### config.mk
export PLATFORM = sky130hd
export DESIGN_NAME = apuf_launch_ctrl
export DESIGN_NICKNAME = d
export VERILOG_FILES = /design/src/rtl/apuf_launch_ctrl.sv
export SDC_FILE = /design/constraint.sdc
export NUM_CORES = 1
export LEC_CHECK = 0
export ABC_AREA = 1
export CAP_MARGIN = 20
export CORE_MARGIN = 2
export CORE_UTILIZATION = 49
export CTS_BUF_LIST = sky130_fd_sc_hd__clkbuf_2 sky130_fd_sc_hd__clkbuf_4 sky130_fd_sc_hd__clkbuf_8
export CTS_CLUSTER_SIZE = 24
export DETAILED_ROUTE_END_ITERATION = 8
export PLACE_DENSITY = 0.88
export SYNTH_ARGS = -nofsm -noshare
export SYNTH_HDL_FRONTEND = slang
export SYNTH_SLANG_ARGS = --single-unit
### constraint.sdc
create_clock -name clk -period 2.1 [get_ports clk]
set_input_delay 0.42 -clock clk [delete_from_list [all_inputs] [get_ports clk]]
set_output_delay 0.42 -clock clk [all_outputs]
set_load 0.005 [all_outputs]
### src/rtl/apuf_launch_ctrl.sv
// Arbiter-PUF race initiator: applies a challenge, fires N_VOTES launch edges,
// samples the synchronized arbiter output per race and majority-votes a response bit.
module apuf_launch_ctrl #(
  parameter int CHAL_W     = 64,
  parameter int SETTLE_CYC = 16,
  parameter int N_VOTES    = 15
) (
  input  logic                         clk,
  input  logic                         rst_n,
  input  logic                         start,
  input  logic [CHAL_W-1:0]            challenge,
  output logic                         busy,
  output logic [CHAL_W-1:0]            challenge_out,
  output logic                         launch,
  input  logic                         arb_q,
  output logic                         resp_valid,
  output logic                         resp,
  output logic [$clog2(N_VOTES+1)-1:0] ones_count
);

  localparam int PH_W = $clog2(SETTLE_CYC);
  localparam int VC_W = $clog2(N_VOTES+1);

  if ((N_VOTES % 2) == 0 || N_VOTES < 1) begin : g_bad_votes
    $error("apuf_launch_ctrl: N_VOTES must be odd and >= 1");
  end
  if (SETTLE_CYC < 3) begin : g_bad_settle
    $error("apuf_launch_ctrl: SETTLE_CYC must be >= 3");
  end

  typedef enum logic [2:0] {IDLE, APPLY, FIRE, RELAX, DONE} state_t;

  state_t            state, next_state;
  logic [PH_W-1:0]   phase;
  logic [VC_W-1:0]   vote_idx;
  logic [VC_W-1:0]   vote_next;
  logic              arb_q_p0, arb_q_p1;
  logic              phase_end;
  logic              timed;
  logic              accept;

  function automatic logic majority(input logic [VC_W-1:0] ones);
    return ones > VC_W'(N_VOTES / 2);
  endfunction

  assign phase_end = (phase == PH_W'(SETTLE_CYC - 1));
  assign timed     = (state == APPLY) || (state == FIRE) || (state == RELAX);
  assign vote_next = vote_idx + VC_W'(1);

  // Stage p0/p1: arbiter output crosses into the clk domain
  always_ff @(posedge clk or negedge rst_n) begin
    if (!rst_n) begin
      arb_q_p0 <= 1'b0;
      arb_q_p1 <= 1'b0;
    end else begin
      arb_q_p0 <= arb_q;
      arb_q_p1 <= arb_q_p0;
    end
  end

  always_ff @(posedge clk or negedge rst_n) begin
    if (!rst_n) state <= IDLE;
    else        state <= next_state;
  end

  always_comb begin
    next_state = state;
    accept     = 1'b0;
    case (state)
      IDLE: begin
        if (start) begin
          accept     = 1'b1;
          next_state = APPLY;
        end
      end
      APPLY: if (phase_end) next_state = FIRE;
      FIRE:  if (phase_end) next_state = RELAX;
      RELAX: begin
        if (phase_end) next_state = (vote_next == VC_W'(N_VOTES)) ? DONE : FIRE;
      end
      DONE: begin
        // A start seen while the response is presented begins the next run at once
        if (start) begin
          accept     = 1'b1;
          next_state = APPLY;
        end else begin
          next_state = IDLE;
        end
      end
      default: next_state = IDLE;
    endcase
  end

  // Outputs are registered from next_state so launch never glitches
  always_ff @(posedge clk or negedge rst_n) begin
    if (!rst_n) begin
      phase         <= '0;
      vote_idx      <= '0;
      ones_count    <= '0;
      challenge_out <= '0;
      launch        <= 1'b0;
      busy          <= 1'b0;
      resp_valid    <= 1'b0;
      resp          <= 1'b0;
    end else begin
      phase      <= (next_state != state) ? '0 : (timed ? phase + PH_W'(1) : phase);
      launch     <= (next_state == FIRE);
      busy       <= (next_state == APPLY) || (next_state == FIRE) || (next_state == RELAX);
      resp_valid <= (next_state == DONE);
      if (accept) begin
        challenge_out <= challenge;
        ones_count    <= '0;
        vote_idx      <= '0;
      end
      if (state == FIRE && phase_end) ones_count <= ones_count + VC_W'(arb_q_p1);
      if (state == RELAX && phase_end) vote_idx <= vote_next;
      if (next_state == DONE) resp <= majority(ones_count);
    end
  end

endmodule
; ---- After elaboration in Yosys (flattened, before gate mapping)
; Index checks and enable logic that the tools add are counted.
[op_classes]
n_addsub = 3
order_cmp = 1
n_eq_ne = 11
muxes = 14
reduce_logical = 11
[op_table]
columns = cell, count
row1 = $mux 4, 5
row2 = $mux 3, 5
row3 = $pmux 3 s5, 1
row4 = $eq 3x2->1 const B, 4
row5 = $add 4x1->4 const B, 2
row6 = $eq 4x4->1 const B, 2
row7 = $eq 3x1->1 const B, 2
row8 = $eq 3x3->1 const B, 2
row9 = $reduce_bool 2->1, 3
row10 = $add 4x1->4, 1
row11 = $gt 4x3->1 const B, 1
row12 = $logic_or 1x1->1, 4
row13 = $logic_not 3->1, 1
row14 = $mux 1, 3
row15 = $ne 3x3->1, 1
row16 = $logic_and 1x1->1, 2
row17 = $reduce_or 2->1, 1
[word_totals]
register_bits = 85
in_bits = 68
wordCells = 51

; ---- Logic depth before layout (Yosys ltp)
[logic_depth]
ltp_word = 8
ltp_mapped = 10

; ---- Worst setup path before layout
; Ideal clock, no wire load.
[synth_path]
path_type = register to register
startpoint = register phase[0]
endpoint = register phase[0]
setup_time_ns = 0.071
t_arrival_ns = 1.271
required_time_ns = 2.029
slack_ns = 0.758
stages_incl_launch_ff = 9
path_buffers = 0
cell_sequence = dfrtp_1 > ha_1 > nand3_1 > inv_1 > nand2_2 > nand2_1 > o21ai_1 > nand2_2 > nor2_1
[synth_via]
elab_chain_len = 5
[synth_lines]
columns = item, line
row1 = "start, declared", 34  ; logic [PH_W-1:0] phase;
row2 = "start signal, assigned", 106  ; phase <= (next_state != state) ? '0 : (timed ? phase + PH_W'(1) : phase);
row3 = $eq 4x4->1, 46  ; assign phase_end = (phase == PH_W'(SETTLE_CYC - 1));
row4 = "$mux 3, on equally long branches", "79, 76, 77"
row5 = $pmux 3 s5, 69  ; case (state)
row6 = $ne 3x3->1, 106
row7 = $mux 4 or $reduce_bool 2->1 (tied branches), --
; Parallel ways exist; a longest one is shown, timed or not. The select of a mux whose other input is x is not followed.
; A chain may end at the register's enable or synchronous reset.

; ---- Worst setup path in the final report
[layout_path]
startpoint = register ones_count[3]
endpoint = output ones_count[3]
[layout_rtl]
columns = item, line
row1 = "start, declared", 18  ; output logic [$clog2(N_VOTES+1)-1:0] ones_count
row2 = "start signal, assigned", 115  ; if (state == FIRE && phase_end) ones_count <= ones_count + VC_W'(arb_q_p1);
; No word-level cell between the ends.

==> impl_metrics.json <==
{
  "period_minus_slack_ns": 1.71,
  "synth_edf_count": 0,
  "fin_ws_ns": 0.387,
  "cts_max_path_buffers": 2,
  "netlist.area_leader.share_pct": 58.7,
  "cp.depth": 1,
  "wl_per_cell_um": 15.6,
  "postRouteAntennaNets": 0,
  "slowest_stage": "clkdlybuf4s50_1",
  "cts_htree_levels": 3,
  "postCtsHoldBufs": 0,
  "hpwl_mm": 5.89,
  "setup_viol_count_final": 0,
  "pre_cts_ws_ns": 0.229,
  "finalHoldViolations": 0,
  "ys_ff_latch": 85,
  "setup_tns_ns": 0,
  "vdd_ir_drop_max_uv": 371,
  "io_buffers": 139,
  "path_max_fanout": 4,
  "die-height_um": 90.0,
  "slew_headroom_pct": 68.8,
  "clock_sinks": 85,
  "core_area_um2": 7210,
  "dpl-instance-area_um2": 5150,
  "cts-root-buf": "clkbuf_8",
  "rows": 31,
  "crit_path_end_kind": "primary output",
  "maxSlewViolCount": 0,
  "cts_setup_buffers": 0,
  "grt_max_degree": 38,
  "grt_setup_unrepaired": "false",
  "fin_nets": 464,
  "synth.distinct_cells": 21,
  "cp.arrival_ns": 1.29,
  "hold_ws_ns": 0.0132,
  "leakage_uw": 0.00266,
  "period_share_pct": 81.6,
  "drc_errors": 0,
  "syn2layout_area_growth_pct": 47.0,
  "antenna_found_initial": 0,
  "drive_above_1_share_pct": 23.5,
  "p_per_area_nw_per_um2": 541,
  "yosysTopAreaCell": "dfrtp_1",
  "synthCells": 243,
  "synth_ff_type": "dfrtp_1",
  "clkLatencyLatePin_ns": 0.34,
  "numCtsBuffers": 9,
  "grt_pass1_wl_mm": 12.6,
  "grt_pass1_vias": 2521,
  "num_vias": 2336,
  "worst_clock_skew_ns": 0.00939,
  "synth_nets": 316,
  "top_layer_used": "met4",
  "slowest_delay_ns": 0.53,
  "drt-initial-drc-count": 74,
  "crit_family": "buffers and inverters",
  "die_area_um2": 8100,
  "detail_route.first_pass.iterations": 4,
  "synth_area_um2": 3630,
  "setup.worst_path.start_class": "flop",
  "critPathRequiredTime_ns": 1.68,
  "vias_per_cell": 4.72,
  "critical_path.cell_chain": "clkdlybuf4s50_1",
  "hold_class": "primary input to async pin",
  "synth.yosys.warnings": 0,
  "yosys-top-cells-area": "dfrtp_1 (59%), mux2_4 (26%), nand2_1 (2.3%)",
  "met1_length_mm": 3.25,
  "synth_common_cells": "dfrtp_1 (85), mux2_4 (63), nand2_1 (22)",
  "wl_met2_mm": 3.94,
  "max_freq_mhz": 584,
  "n_antenna_cell": 0,
  "cts_tree": "done",
  "worst-setup-path-type": "flop to primary output",
  "die_x_um": 90.0,
  "ys_seq_area_share_pct": 58.7,
  "worstMarginPinSlew_ns": 0.469,
  "async_flop_share_pct": 100,
  "initial_core_util_pct": 50.3,
  "outcome": "finished clean",
  "yosysMostFrequentCell": "dfrtp_1",
  "fin_util_pct": 73.9,
  "grt-ovfl-total": 0,
  "worstRegToRegCells": 4,
  "track_usage_pct": 19.9,
  "route.met3.wl_um": 408,
  "gp_congestion": 0.714,
  "syn_area_per_cell_um2": 14.9,
  "fin_area_um2": 5330,
  "cts_resized": 0,
  "maxCapViolations": 0,
  "totalWireLength_mm": 7.75,
  "num_io_pins": 140,
  "clk_pin_slew_ns": 0.09,
  "cp_num_buf_inv": 1
}
[cell type report]
class	count	area [um2]
clock buffers	9	124
inverters	13	48.8
fillers	504	1880
multi-input cells	138	1370
repair buffers	144	1480
clock inverters	7	58.8
flip-flops and latches	85	2130
well taps	99	124
[where the power goes]
group | switching [uW] | leakage (uW) | total, uW | internal, uW
logic | 56.7 | 0.00142 | 183 | 127
clock network | 609 | 0.0000864 | 1050 | 444
registers | 5.02 | 0.00115 | 1650 | 1640
[cells by family after synthesis]
group | after synthesis | synth area share (%)
mux | 64 | 26.4
buf+inv | 20 | 3.52
flops | 85 | 58.7
xor+xnor | 5 | 1.21
fa+ha+maj | 5 | 1.73
compound gates | 10 | 1.41
simple gates | 54 | 7.07
[path summary, 6_finish.rpt]
path                                     from           endpoint  slack, ns
worst max register to register       state[0]  challenge_out[42]       0.57
max in group asynchronous               rst_n  challenge_out[43]       1.42
worst min-delay path                    rst_n  challenge_out[38]       0.01
worst min register to register       arb_q_p0           arb_q_p1       0.35
min in group clk                     arb_q_p0           arb_q_p1       0.35
worst max-delay path            ones_count[3]      ones_count[3]       0.39
[worst reg2reg max path: cells and delay by family, from the launching register on]
family                 cells  cell delay (ns)
AND/OR/NAND/NOR            2             0.39
multiplexers               1             0.32
buffers and inverters      1             0.25
flip-flops                 1             0.45
[per-layer routing]
layer	global-route usage, %	up-vias
met3	5.36	13
li1	-	1117
met4	7.56	0
met1	24.6	1122
met2	33.6	84
met5	0	-
[placed cells by master (no fill, tap or decap)]
| cell type | netlist | final |
|---|---|---|
| xnor2_1 | 2 | 2 |
| o21ai_1 | 1 | 1 |
| nand3_1 | 12 | 12 |
| nand2_4 | 1 | 1 |
| nor2_1 | 10 | 10 |
| inv_1 | 13 | 13 |
| mux2_4 | 63 | 63 |
| nand3_2 | 2 | 2 |
| ha_1 | 5 | 5 |
| nor2_2 | 2 | 2 |
| o22ai_1 | 1 | 1 |
| a21oi_1 | 3 | 3 |
| mux2_2 | 1 | 1 |
| nand4_1 | 2 | 2 |
| nand2_2 | 2 | 2 |
| dfrtp_1 | 85 | 85 |
| nand2_1 | 22 | 22 |
| o21ai_0 | 5 | 5 |
| clkdlybuf4s50_1 | 0 | 138 |
| clkbuf_8 | 0 | 9 |
| xor2_1 | 3 | 3 |
| nand3b_1 | 1 | 1 |
| buf_4 | 0 | 2 |
| clkinvlp_4 | 0 | 2 |
| inv_6 | 0 | 2 |
| clkinv_4 | 0 | 3 |
| buf_12 | 0 | 4 |
[state kept, by name, indices dropped and copies added (netlist names)]
register	count
launch	1
busy	1
ones_count	4
arb_q_p1	1
phase	4
vote_idx	4
state	3
resp_valid	1
resp	1
arb_q_p0	1
challenge_out	64
[through the flow]
stage | total power (uW) | instances
floorplan | 1690 | 243
global placement | 1860 | 479
detailed placement | 1870 | 479
CTS | 2920 | 495
global route | 3000 | 495
finish | 2880 | 495
Note: power is estimated with default switching activity, not from simulation.
